--- src/rtl/muxn_pkg.sv ---
// Shared types for the N-channel streaming multiplexer.
package muxn_pkg;

    // Selection policy. The encoding 2'b11 is not named and behaves as MODE_PRI.
    typedef enum logic [1:0] {
        MODE_MAN = 2'b00,
        MODE_PRI = 2'b01,
        MODE_RR  = 2'b10
    } mode_t;

    // Arbitration state: free to pick, or locked to one channel until its packet ends.
    typedef enum logic {
        ST_ARB  = 1'b0,
        ST_LOCK = 1'b1
    } state_t;

    // Next channel index after idx, wrapping at n.
    function automatic int wrap_inc(input int idx, input int n);
        return ((idx + 1) >= n) ? 0 : (idx + 1);
    endfunction

endpackage

--- src/rtl/muxn_stream_rr_pick.sv ---
// Find-first-set over req, starting the search at ptr and wrapping modulo N.
module rr_pick
    import muxn_pkg::*;
#(
    parameter  int N  = 4,
    localparam int SW = $clog2(N)
) (
    input  logic [N-1:0]  req,
    input  logic [SW-1:0] ptr,
    output logic [N-1:0]  gnt,
    output logic          any
);

    // Walk the channels in rotated order; the first requester seen wins.
    always_comb begin : search
        logic [N-1:0]  gnt_v;
        logic          any_v;
        logic [SW-1:0] idx_v;
        logic          hit_v;
        gnt_v = {N{1'b0}};
        any_v = 1'b0;
        idx_v = {SW{1'b0}};
        hit_v = 1'b0;
        for (int k = 0; k < N; k++) begin
            idx_v        = SW'((int'(ptr) + k) % N);
            hit_v        = req[idx_v] & ~any_v;
            gnt_v[idx_v] = gnt_v[idx_v] | hit_v;
            any_v        = any_v | hit_v;
        end
        gnt = gnt_v;
        any = any_v;
    end

endmodule

--- src/rtl/muxn_stream.sv ---
// N-channel valid/ready multiplexer with packet locking and a registered output stage.
module muxn_stream
    import muxn_pkg::*;
#(
    parameter  int N  = 4,
    parameter  int W  = 8,
    localparam int SW = $clog2(N)
) (
    input  logic            clk,
    input  logic            reset,
    input  logic [1:0]      mode,
    input  logic [SW-1:0]   sel,
    input  logic [N-1:0]    in_valid,
    input  logic [N-1:0]    in_last,
    input  logic [N*W-1:0]  in_data,
    output logic [N-1:0]    in_ready,
    output logic            out_valid,
    output logic            out_last,
    output logic [W-1:0]    out_data,
    output logic [SW-1:0]   out_ch,
    input  logic            out_ready
);

    state_t        state_r, state_n_s;
    logic [SW-1:0] owner_r, owner_n_s;
    logic [SW-1:0] ptr_r, ptr_n_s;
    logic          out_valid_r, out_last_r;
    logic [W-1:0]  out_data_r;
    logic [SW-1:0] out_ch_r;

    mode_t         mode_s;
    logic          adv_s;
    logic [SW-1:0] pick_ptr_s;
    logic [N-1:0]  pick_gnt_s;
    logic          pick_any_s;
    logic [N-1:0]  grant_s;
    logic          xfer_s;
    logic [W-1:0]  xfer_data_s;
    logic          xfer_last_s;
    logic [SW-1:0] xfer_idx_s;

    assign mode_s     = mode_t'(mode);
    // The output stage can accept a new beat when empty or being drained this edge.
    assign adv_s      = ~out_valid_r | out_ready;
    // Fixed priority is round-robin search anchored at channel 0.
    assign pick_ptr_s = (mode_s == MODE_RR) ? ptr_r : {SW{1'b0}};

    rr_pick #(.N(N)) u_pick (
        .req (in_valid),
        .ptr (pick_ptr_s),
        .gnt (pick_gnt_s),
        .any (pick_any_s)
    );

    // One-hot grant: the lock owner while mid-packet, otherwise the mode's choice.
    always_comb begin
        grant_s = {N{1'b0}};
        case (state_r)
            ST_LOCK: grant_s[owner_r] = 1'b1;
            ST_ARB: begin
                case (mode_s)
                    MODE_MAN: begin
                        if (int'(sel) < N) begin
                            grant_s[sel] = in_valid[sel];
                        end else begin
                            grant_s = {N{1'b0}};
                        end
                    end
                    default: grant_s = pick_any_s ? pick_gnt_s : {N{1'b0}};
                endcase
            end
            default: grant_s = {N{1'b0}};
        endcase
    end

    assign in_ready = {N{adv_s}} & grant_s;
    assign xfer_s   = |(in_valid & in_ready);

    // AND-OR mux of the granted channel's payload and its index.
    always_comb begin : payload_mux
        logic [W-1:0]  d_v;
        logic          l_v;
        logic [SW-1:0] i_v;
        d_v = {W{1'b0}};
        l_v = 1'b0;
        i_v = {SW{1'b0}};
        for (int i = 0; i < N; i++) begin
            d_v = d_v | (in_data[i*W +: W] & {W{grant_s[i]}});
            l_v = l_v | (in_last[i] & grant_s[i]);
            i_v = i_v | (SW'(i) & {SW{grant_s[i]}});
        end
        xfer_data_s = d_v;
        xfer_last_s = l_v;
        xfer_idx_s  = i_v;
    end

    // Next lock state, owner and round-robin pointer from the accepted beat.
    always_comb begin
        state_n_s = state_r;
        owner_n_s = owner_r;
        ptr_n_s   = ptr_r;
        if (xfer_s) begin
            if (xfer_last_s) begin
                state_n_s = ST_ARB;
                ptr_n_s   = SW'(wrap_inc(int'(xfer_idx_s), N));
            end else begin
                state_n_s = ST_LOCK;
                owner_n_s = xfer_idx_s;
            end
        end else begin
            state_n_s = state_r;
        end
    end

    // Arbitration state registers.
    always_ff @(posedge clk or posedge reset) begin
        if (reset) begin
            state_r <= ST_ARB;
            owner_r <= {SW{1'b0}};
            ptr_r   <= {SW{1'b0}};
        end else begin
            state_r <= state_n_s;
            owner_r <= owner_n_s;
            ptr_r   <= ptr_n_s;
        end
    end

    // Output stage: load on transfer, empty on an idle advance, hold under backpressure.
    always_ff @(posedge clk or posedge reset) begin
        if (reset) begin
            out_valid_r <= 1'b0;
            out_last_r  <= 1'b0;
            out_data_r  <= {W{1'b0}};
            out_ch_r    <= {SW{1'b0}};
        end else if (adv_s) begin
            out_valid_r <= xfer_s;
            if (xfer_s) begin
                out_last_r <= xfer_last_s;
                out_data_r <= xfer_data_s;
                out_ch_r   <= xfer_idx_s;
            end
        end
    end

    assign out_valid = out_valid_r;
    assign out_last  = out_last_r;
    assign out_data  = out_data_r;
    assign out_ch    = out_ch_r;

endmodule

--- config.mk ---
export PLATFORM = sky130hd
export DESIGN_NAME = muxn_stream
export DESIGN_NICKNAME = d
export VERILOG_FILES = /design/src/rtl/muxn_pkg.sv /design/src/rtl/muxn_stream_rr_pick.sv /design/src/rtl/muxn_stream.sv
export SDC_FILE = /design/constraint.sdc
export NUM_CORES = 1
export LEC_CHECK = 0
export ABC_CLOCK_PERIOD_IN_PS = 4400
export BUFFER_PORTS_ARGS = -buffer_cell sky130_fd_sc_hd__buf_2
export CAP_MARGIN = 20
export CORE_ASPECT_RATIO = 0.8
export CORE_MARGIN = 2
export CORE_UTILIZATION = 29
export DETAILED_ROUTE_END_ITERATION = 8
export GPL_TIMING_DRIVEN = 0
export SLEW_MARGIN = 20
export SYNTH_ARGS = -nofsm -noshare
export SYNTH_HDL_FRONTEND = slang
export SYNTH_SLANG_ARGS = --single-unit
export TNS_END_PERCENT = 50
--- constraint.sdc ---
create_clock -name clk -period 4.4 [get_ports clk]
set_input_delay 0.22 -clock clk [delete_from_list [all_inputs] [get_ports clk]]
set_output_delay 0.22 -clock clk [all_outputs]
set_load 0.02 [all_outputs]
==> flow_summary.yaml, run 1 <==
sta:
  fin_hold_ws_ps: 30.5
  fin_crit_ps: 4210
  setup_violations: 0
  drv_slew: 0
  tightestPinTransition_ps: 638
  fin_crit_sh_pct: 95.6
  finalHoldViolCount: 0
  fin_skew_ps: 5.66
  setup_slack_ps: 192
  clock.fmax_mhz: 238
  relSlewSlack_pct: 57.4
worst_hold_path:
  hold_class: "primary input to asynchronous set/reset pin"
place:
  place_hpwl_mm: 4.39
  place_congestion: 0.898
  place_ws_ps: -261
  port_buffers: 60
  dp_cells: 372
logic_synthesis:
  synth.top_cell.area_share_pct: 22.4
  syn_nets: 279
  yosysWarnings: 0
  synth_cells: 228
  synth.area.top_cells: "dfrtp_1 (22%), o211ai_1 (4.7%), inv_1 (4.4%)"
  synth_edf_count: 0
  syn_area_sq_um: 1900
  synth_area_leader_cell: "dfrtp_1"
  ys_ff_latch: 17
  async_reset_ff_share_pct: 100
  synth.distinct_cells: 67
  synth_ff_type: "dfrtp_1"
  ys_seq_area_share_pct: 22.4
  syn_avg_cell_area_sq_um: 8.32
cells_and_area:
  areaGrowthSynthToFinish_pct: 30.7
  nets: 348
  drive_above_1_share_pct: 38.9
  fin_cells: 380
  n_antenna_cell: 0
cts:
  cts_tree: "done"
  clk_latency_ps: 260
  path_clk_slew_ps: 70
  numCtsBuffers: 3
  cts_hold_buf: 0
  cts.sinks: 17
  clock_path_buffers: 2
  cts-root-buf: "clkbuf_8"
  cts_max_level: 1
global_route:
  grt_max_degree: 18
  grt_pass1_vias: 1941
  grt_pass1_wl_mm: 9.55
  antenna_found_initial: 0
  grtUsageTotal_pct: 16.2
  gr-total-overflow: 0
flow_run:
  max_cap_violations: 0
power_and_ir_drop:
  peakVddDrop_mv: 0.387
  power_density_nw_per_um2: 674
  p_leak_nw: 1.10
route:
  ant_nets: 0
  wl_met2_mm: 2.68
  wirelength_mm: 5.79
  firstDrtPassIters: 5
  drt_iter0_drc: 228
  dr_wl_met3_um: 258
  post_drt_wl_per_cell_um: 15.2
  met1_length_mm: 2.81
  highest_layer: "met4"
  drc: 0
  via_per_inst: 5.50
  vias: 2090
critical_path:
  cp-endpoint: "in_ready[1]"
  r2r_start: "ptr_r[0]"
  critPathKind: "flip-flop to output port"
  cp-end-kind: "output port"
  worst_setup_path_start_kind: "flip-flop"
  required_ps: 4180
  cp.arrival_ps: 3990
  worstRegToRegCells: 16
  startpoint: "ptr_r[0]"
  rr_endpoint: "owner_r[1]"
  worstPathMaxFanout: 15
  r2r_slack_ps: 200
die:
  die_y_um: 76.3
  die_x_um: 94.4
  die_area_sq_um: 7210
  coreArea_sq_um: 6340
  num_rows: 26
  start_util_pct: 29.9
  num_io_pins: 63
run_status:
  outcome: "completed"
==> state kept, by name (all words and copies together), names as in the netlist <==
| register | count |
|---|---|
| out_valid | 1 |
| owner_r | 2 |
| state_r | 1 |
| out_ch | 2 |
| out_data | 8 |
| out_last | 1 |
| ptr_r | 2 |
==> how the worst min path moves through the flow <==
stage | from | to | slack [ps] | depth (start not counted)
finish | reset | out_data[3] | 30 | 2
global route | reset | out_data[0] | 90 | 2
CTS | reset | out_data[3] | 70 | 2
detailed placement | reset | out_data[3] | 350 | 2
floorplan | reset | out_ch[0] | 150 | 1
global placement | reset | out_data[3] | 350 | 2
==> repair_timing <==
| action | CTS | global route |
|---|---|---|
| setup buffers | 3 | 5 |
| resized for setup | 10 | 9 |
| pin swaps | 3 | 6 |
| setup endpoints to repair | 18 | 20 |
| cloned | 0 | 0 |
==> area by class of cell <==
cell class,instances,area [sq um]
plain buffers,12,75.1
multi-input cells,171,1370
well taps,84,105
clock inverters,1,7.51
clock buffers,3,41.3
fillers,664,3860
inverters,24,90.1
flip-flops and latches,17,427
repair buffers,68,360
==> worst max-delay path, cell delays in order (launching register included) <==
cell	delay (ps)
dfrtp_2	420
and3b_1	190
buf_6	160
inv_2	90
buf_6	160
ha_1	390
inv_1	190
o41a_1	480
nand4_1	160
nand3_2	120
o31ai_4	340
nor3_1	110
a211oi_2	310
buf_4	230
inv_1	80
nor2_1	90
buf_2	170
==> cells in the final DEF (no fill, tap or decap), drive strengths merged, types with 2 or more instances in the layout <==
cell type and instances:
a21oi 4, mux2i 3, a21o 4, nand3 9
o311ai 3, inv 24, a41oi 2, nor2b 8
nand4 5, mux2 5, clkbuf 7, nor3 5
buf 76, o211ai 13, o22ai 2, nand2b 5
o31ai 2, and2 3, o21ai 8, nand2 17
a31oi 6, a221o 4, a31o 2, a211oi 2
o21a 9, a22oi 2, ha 4, nand3b 2
a222oi 8, nor2 12, a21boi 3, dfrtp 17
==> cell usage after synthesis (all sizes together), types with 6 or more instances <==
cell type   n
o21ai       8
nand3       9
o211ai     13
nor2       12
o21a        9
nand2      17
buf        10
a31oi       6
dfrtp      17
clkbuf      6
inv        24
nor2b       8
a222oi      8
==> logic make-up after synthesis <==
kind of cell,count (synthesis),share of synthesized area [%]
adder cells (fa/ha/maj),4,2.64
multiplexers,9,6.13
XOR/XNOR,1,0.462
flip-flops,17,22.4
AO/OA/AOI/OAI,83,38.0
buffers and inverters,40,9.17
AND/OR/NAND/NOR,74,21.2
==> report_power, final <==
group	total, mW	internal [mW]	switching [mW]
Clock	0.122	0.0638	0.0584
Combinational	1.26	0.548	0.709
Sequential	0.291	0.241	0.0501
==> routing by layer <==
layer,track usage (%),vias to the layer above
li1,-,1007
met1,24.4,1006
met2,25.4,69
met3,1.88,8
met4,2.17,0
met5,0,-
==> per-stage QoR <==
stage	instance area, sq um	total power, mW	util (%)	setup TNS [ps]
floorplan	1900	1.12	-	0
global placement	2300	1.40	36.3	-3060
detailed placement	2300	1.40	36.3	-2660
CTS	2420	1.60	38.2	0
global route	2480	1.81	39.1	-3.55
finish	2480	1.67	39.1	0
No activity file was read; power rests on OpenSTA's default activity.
==> run 2, diff against run 1 <==
Settings changed: ABC_CLOCK_PERIOD_IN_PS 4400 to unset, SYNTH_HIERARCHICAL set to 1.
==> run 2 against run 1 <==
Effect of this change: clock skew is 2.5 ps lower; first-iteration DRC count is 26% lower; non-clock buffer count increased by 21; clock power fell by 6%; setup slack worse by 140 ps; maximum frequency decreased by 3.3%; sequential power down 7%; total power down 6.0%.
==> flow_summary.yaml, run 2 <==
run_status:
  outcome: "completed"
global_route:
  grt_pass1_vias: 1823
  grtUsageTotal_pct: 15.5
  use_met2_pct: 22.8
  gr-total-overflow: 0
  use_met1_pct: 24.3
  grt.busiest_layer: "met1"
  grt_max_degree: 18
  gr-usage-met3_pct: 2.67
  antenna_found_initial: 0
  grt_pass1_wl_mm: 9.16
die:
  coreArea_sq_um: 6380
  die_y_um: 76.6
  die_x_um: 94.8
  start_util_pct: 30.0
  num_io_pins: 63
  die_area_sq_um: 7270
  num_rows: 26
critical_path:
  r2r_start: "ptr_r[0]"
  worst-path-buf-inv: 6
  critPathTopFamily: "compound AO/OA/AOI/OAI gates"
  cpPeakStageDelay_ps: 480
  critical_path.cell_chain: "inv_2 > nor3b_4 > buf_6 > buf_8 > clkinvlp_4 > ha_4 > mux4_2 > mux2_4 > a2111oi_4 > o21ai_2 > o2111ai_1 > o211ai_1 > buf_4 > a222oi_1 > or4b_1 > nand4b_1 > o2bb2ai_4 > buf_6 > mux2_4"
  cp-end-kind: "flip-flop"
  critPathKind: "flip-flop to flip-flop"
  cp.arrival_ps: 4490
  worstPathMaxFanout: 10
  startpoint: "ptr_r[0]"
  worst_setup_path_start_kind: "flip-flop"
  slowest_stage: "a2111oi_4"
  required_ps: 4540
cts:
  path_clk_slew_ps: 60
  clk_latency_ps: 250
  numCtsBuffers: 3
  clock_path_buffers: 2
  cts-root-buf: "clkbuf_8"
  cts_tree: "done"
  cts.sinks: 17
  cts_max_level: 1
power_and_ir_drop:
  internal-power_uw: 855
  peakVddDrop_mv: 0.270
  p_leak_nw: 1.19
  p_switching_uw: 716
  pwr-share-seq_pct: 17.3
  clkPwrFrac_pct: 7.3
  power_density_nw_per_um2: 581
  p_comb_share_pct: 75.4
  switching_share_pct: 45.6
route:
  ant_nets: 0
  vias: 2035
  drc: 0
  post_drt_wl_per_cell_um: 15.3
  wirelength_mm: 5.82
  drt_iter0_drc: 168
  firstDrtPassIters: 4
  via_per_inst: 5.34
logic_synthesis:
  ys_ff_latch: 17
  synth_area_leader_cell: "dfrtp_1"
  syn_avg_cell_area_sq_um: 9.20
  yosysWarnings: 6
  synth_cells: 208
  syn_area_sq_um: 1910
  synth.distinct_cells: 63
  synthTopCellsByCount: "a22oi_1 (20), dfrtp_1 (17), nor2_1 (17)"
  synth.top_cell.area_share_pct: 22.2
  synth_ff_type: "dfrtp_1"
  synth.area.top_cells: "dfrtp_1 (22%), a22oi_1 (7.8%), mux4_2 (7.1%)"
  synth_edf_count: 0
  synth_most_common_cell: "a22oi_1"
  ys_seq_area_share_pct: 22.2
  syn_nets: 259
  async_reset_ff_share_pct: 100
cells_and_area:
  fin_cells: 381
  areaGrowthSynthToFinish_pct: 41.2
  drive_above_1_share_pct: 49.5
  final_common_cell: "buf_2"
  layout_common_cells: "buf_2 (64), buf_4 (25), a22oi_1 (17), dfrtp_1 (17), nor2_1 (16)"
  n_antenna_cell: 0
  largest_reg_flops: 8
  nets: 349
sta:
  clock.fmax_mhz: 230
  fin_crit_ps: 4350
  fin_crit_sh_pct: 98.9
  fin_hold_ws_ps: 37.7
  setup_violations: 0
  relSlewSlack_pct: 49.1
  finalHoldViolCount: 0
  fin_skew_ps: 3.15
  tightestPinTransition_ps: 758
  grt_setup_unrepaired: "yes"
  drv_slew: 0
place:
  place_congestion: 0.875
  dp_cells: 354
  port_buffers: 62
  place_hpwl_mm: 4.19
worst_hold_path:
  hold_class: "primary input to asynchronous set/reset pin"
flow_run:
  max_cap_violations: 0
[run 2: changes by cell type in the layout (fill, tap and decap cells not counted), sizes merged, moves of 5 or more]
cell,previous run,this run
buf,76,96
nand4,5,0
o21ai,8,3
nor2,12,17
o21a,9,1
nand2b,5,0
a22oi,2,20
mux4,1,6
nand3,9,2
a222oi,8,2
o211ai,13,5
inv,24,8
[run 2: area by class of cell]
type / instances / area [sq um]
Buffer: 16 / 128
Clock buffer: 4 / 45.0
Fill cell: 647 / 3670
Inverter: 9 / 37.5
Multi-Input combinational cell: 166 / 1470
Sequential cell: 17 / 425
Tap cell: 84 / 105
Timing Repair Buffer: 85 / 487
[run 2: logic make-up (layout without fill, tap and decap cells)]
group           after synthesis  in the layout  share of synthesized area, %
mux                          18             18                          14.9
flops                        17             17                          22.2
simple gates                 75             75                          23.7
compound gates               68             68                          29.5
xor+xnor                      1              1                         0.458
buf+inv                      25            114                          6.61
fa+ha+maj                     4              4                          2.62
[run 2: per-stage QoR]
step	cell area [sq um]	total power, mW	utilization, %	setup TNS (ps)	setup slack, ps
finish	2700	1.57	42.4	0	48.5
global route	2700	1.69	42.4	-1340	-166
CTS	2480	1.45	38.9	0	15.6
detailed placement	2340	1.29	36.6	-8020	-581
global placement	2330	1.28	36.6	-6820	-521
floorplan	1920	1.04	-	0	19.1
[run 2: worst paths after layout]
kind                          endpoint  slack (ps)  cells after the start
setup / recovery             out_ch[1]          50                     19
hold / removal             out_data[3]          40                      2
setup reg to reg             out_ch[1]          50                     19
hold reg to reg               out_last         490                      1
max in group asynchronous      state_r        3960                      2
min in group clk             out_valid         260                      3
[run 2: what timing repair did]
item / CTS / global route
setup endpoints to repair: 21 / 21
buffers inserted: 4 / 19
hold buffers: 0 / 0
pin swaps: 5 / 22
resized for setup: 17 / 21
[run 2: layer usage]
layer | up-vias | share of wire [%]
met1 | 986 | 47
met4 | 0 | 0.24
met3 | 2 | 5.7
met2 | 58 | 47
met5 | - | 0
li1 | 989 | -
[run 2: power by group through the flow]
| stage | Sequential, mW | Combinational (mW) | Clock, mW |
|---|---|---|---|
| 2_1_floorplan | 0.343 | 0.697 | 0 |
| 6_report | 0.272 | 1.18 | 0.115 |
| 4_1_cts | 0.272 | 1.06 | 0.118 |
| 3_3_place_gp | 0.273 | 1.01 | 0 |
| 5_1_grt | 0.282 | 1.28 | 0.126 |
| 3_5_place_dp | 0.275 | 1.02 | 0 |
==> run 3, diff against run 2 <==
Settings changed: HOLD_SLACK_MARGIN set to 0.12.
==> run 3 against run 2 <==
Effect of this change: total power grew 0.15%; sequential power is essentially flat; via count is essentially flat; largest power group unchanged; sequential share of layout area down 0.058 points; clock skew is essentially flat; critical endpoint is now owner_r[0]; critical path type unchanged; hold slack better by 220 ps.
==> flow_summary.yaml, run 3 (synthesis gave the netlist of run 2 again) <==
global_route:
  grtUsageTotal_pct: 15.5
  grt_pass1_wl_mm: 9.18
  antenna_found_initial: 0
  gr-total-overflow: 0
  grt_pass1_vias: 1833
  grt_max_degree: 18
critical_path:
  worstPathMaxFanout: 5
  cp.arrival_ps: 4490
  slowest_stage: "a2111oi_4"
  critical_path.cell_chain: "inv_2 > nor3b_4 > buf_6 > buf_8 > clkinvlp_4 > ha_4 > mux4_2 > mux2_4 > a2111oi_4 > o41ai_4 > nand2_1 > o211ai_1 > buf_4 > a22oi_2 > nand2_1 > a222oi_1 > and3_4 > nand2_4 > mux2_4"
  worst-path-buf-inv: 5
  required_ps: 4540
  cp-end-kind: "flip-flop"
  critPathKind: "flip-flop to flip-flop"
  cpPeakStageDelay_ps: 480
  worst_setup_path_start_kind: "flip-flop"
  critPathTopFamily: "compound AO/OA/AOI/OAI gates"
cells_and_area:
  drive_above_1_share_pct: 49.3
  layout_common_cells: "buf_2 (64), buf_4 (25), a22oi_1 (17), dfrtp_1 (17), nor2_1 (16)"
  final.fill_count: 648
  largest_reg_flops: 8
  n_antenna_cell: 0
  finish.utilization_pct: 42.5
  nets: 350
  final_common_cell: "buf_2"
  final_area_sq_um: 2710
  areaGrowthSynthToFinish_pct: 41.7
sta:
  fin_skew_ps: 3.01
  fin_crit_ps: 4350
  setup_slack_ps: 47.7
  finalHoldViolCount: 0
  grt_setup_unrepaired: "yes"
  clock.fmax_mhz: 230
  setup_violations: 0
  fin_crit_sh_pct: 98.9
  relSlewSlack_pct: 45.8
  tightestPinTransition_ps: 808
  drv_slew: 0
  fin_hold_ws_ps: 259
route:
  wirelength_mm: 5.85
  drc: 0
  ant_nets: 0
  via_per_inst: 5.33
  post_drt_wl_per_cell_um: 15.3
  vias: 2036
  firstDrtPassIters: 4
  drt_iter0_drc: 171
power_and_ir_drop:
  internal-power_uw: 855
  clkPwrFrac_pct: 7.3
  power_density_nw_per_um2: 580
  peakVddDrop_mv: 0.268
  p_leak_nw: 1.20
  p_comb_share_pct: 75.4
  pwr-share-seq_pct: 17.3
  switching_share_pct: 45.6
  p_switching_uw: 718
cts:
  cts_max_level: 1
  cts_tree: "done"
  numCtsBuffers: 3
  clk_latency_ps: 250
  clock_path_buffers: 2
  path_clk_slew_ps: 60
  cts.sinks: 17
  cts-root-buf: "clkbuf_8"
place:
  port_buffers: 62
  place_hpwl_mm: 4.19
  placed_area_sq_um: 2340
  place_ws_ps: -581
  place_congestion: 0.875
die:
  coreArea_sq_um: 6380
  die_x_um: 94.8
  die_y_um: 76.6
  num_io_pins: 63
  start_util_pct: 30.0
  die_area_sq_um: 7270
  num_rows: 26
flow_run:
  max_cap_violations: 0
worst_hold_path:
  hold_class: "primary input to flip-flop"
run_status:
  outcome: "completed"
==> run 3: cell types whose count changed in the layout (fill, tap and decap cells not counted), sizes merged <==
cell,previous run,this run
dlygate4sd3,0,1
==> run 3: power groups by stage <==
stage	logic, mW	registers [mW]	clock network (mW)
2_1_floorplan	0.697	0.343	0
6_report	1.19	0.272	0.115
4_1_cts	1.07	0.272	0.118
3_3_place_gp	1.01	0.273	0
3_5_place_dp	1.02	0.275	0
5_1_grt	1.28	0.282	0.126
==> run 3: path summary, 6_finish.rpt <==
check	startpoint	end	slack, ps	cells after the start
worst max-delay path	ptr_r[0]	owner_r[0]	50	19
worst min-delay path	out_ready	out_valid	260	3
worst max register to register	ptr_r[0]	owner_r[0]	50	19
worst min register to register	out_last	out_last	490	1
max in group asynchronous	reset	state_r	3410	3
min in group asynchronous	reset	out_data[3]	590	3
==> run 3: area by class of cell <==
type	count	area, sq um	share of cell area (%)
inverters	9	37.5	1.38
repair buffers	86	497	18.3
clock buffers	4	45.0	1.66
flip-flops and latches	17	425	15.7
well taps	84	105	3.88
multi-input cells	166	1470	54.4
plain buffers	16	128	4.71
==> run 3: worst register-to-register path: cells and delay by family (launching register included) <==
family	cells	cell delay, ps
AO/OA/AOI/OAI	5	1250
multiplexers	3	1100
AND/OR/NAND/NOR	5	720
buffers and inverters	5	600
flip-flops	1	340
adder cells (fa/ha/maj)	1	210
==> run 3: metrics by stage <==
stage	setup TNS (ps)	total power, mW	std cells
after floorplan	0	1.04	208
after global placement	-6820	1.28	354
after detailed placement	-8020	1.29	354
after CTS	0	1.46	363
after global routing	-1340	1.69	382
final	0	1.57	382
==> run 3: layer usage <==
| metal | vias up | part of all wire (%) | GRT usage [%] | wire (um) |
|---|---|---|---|---|
| li1 | 992 | - | - | - |
| met1 | 993 | 48 | 24.3 | 2810 |
| met2 | 49 | 47 | 23.0 | 2730 |
| met3 | 2 | 4.9 | 2.67 | 286 |
| met4 | 0 | 0.24 | 1.30 | 14 |
| met5 | - | 0 | 0 | 0 |
==> run 3: timing repair <==
action	CTS	global route
endpoints found under the hold margin	17	0
gates resized for setup	17	21
pin swaps	5	22
setup endpoints to repair	21	21
gates cloned	0	0
hold buffers	1	0
setup buffers	4	19
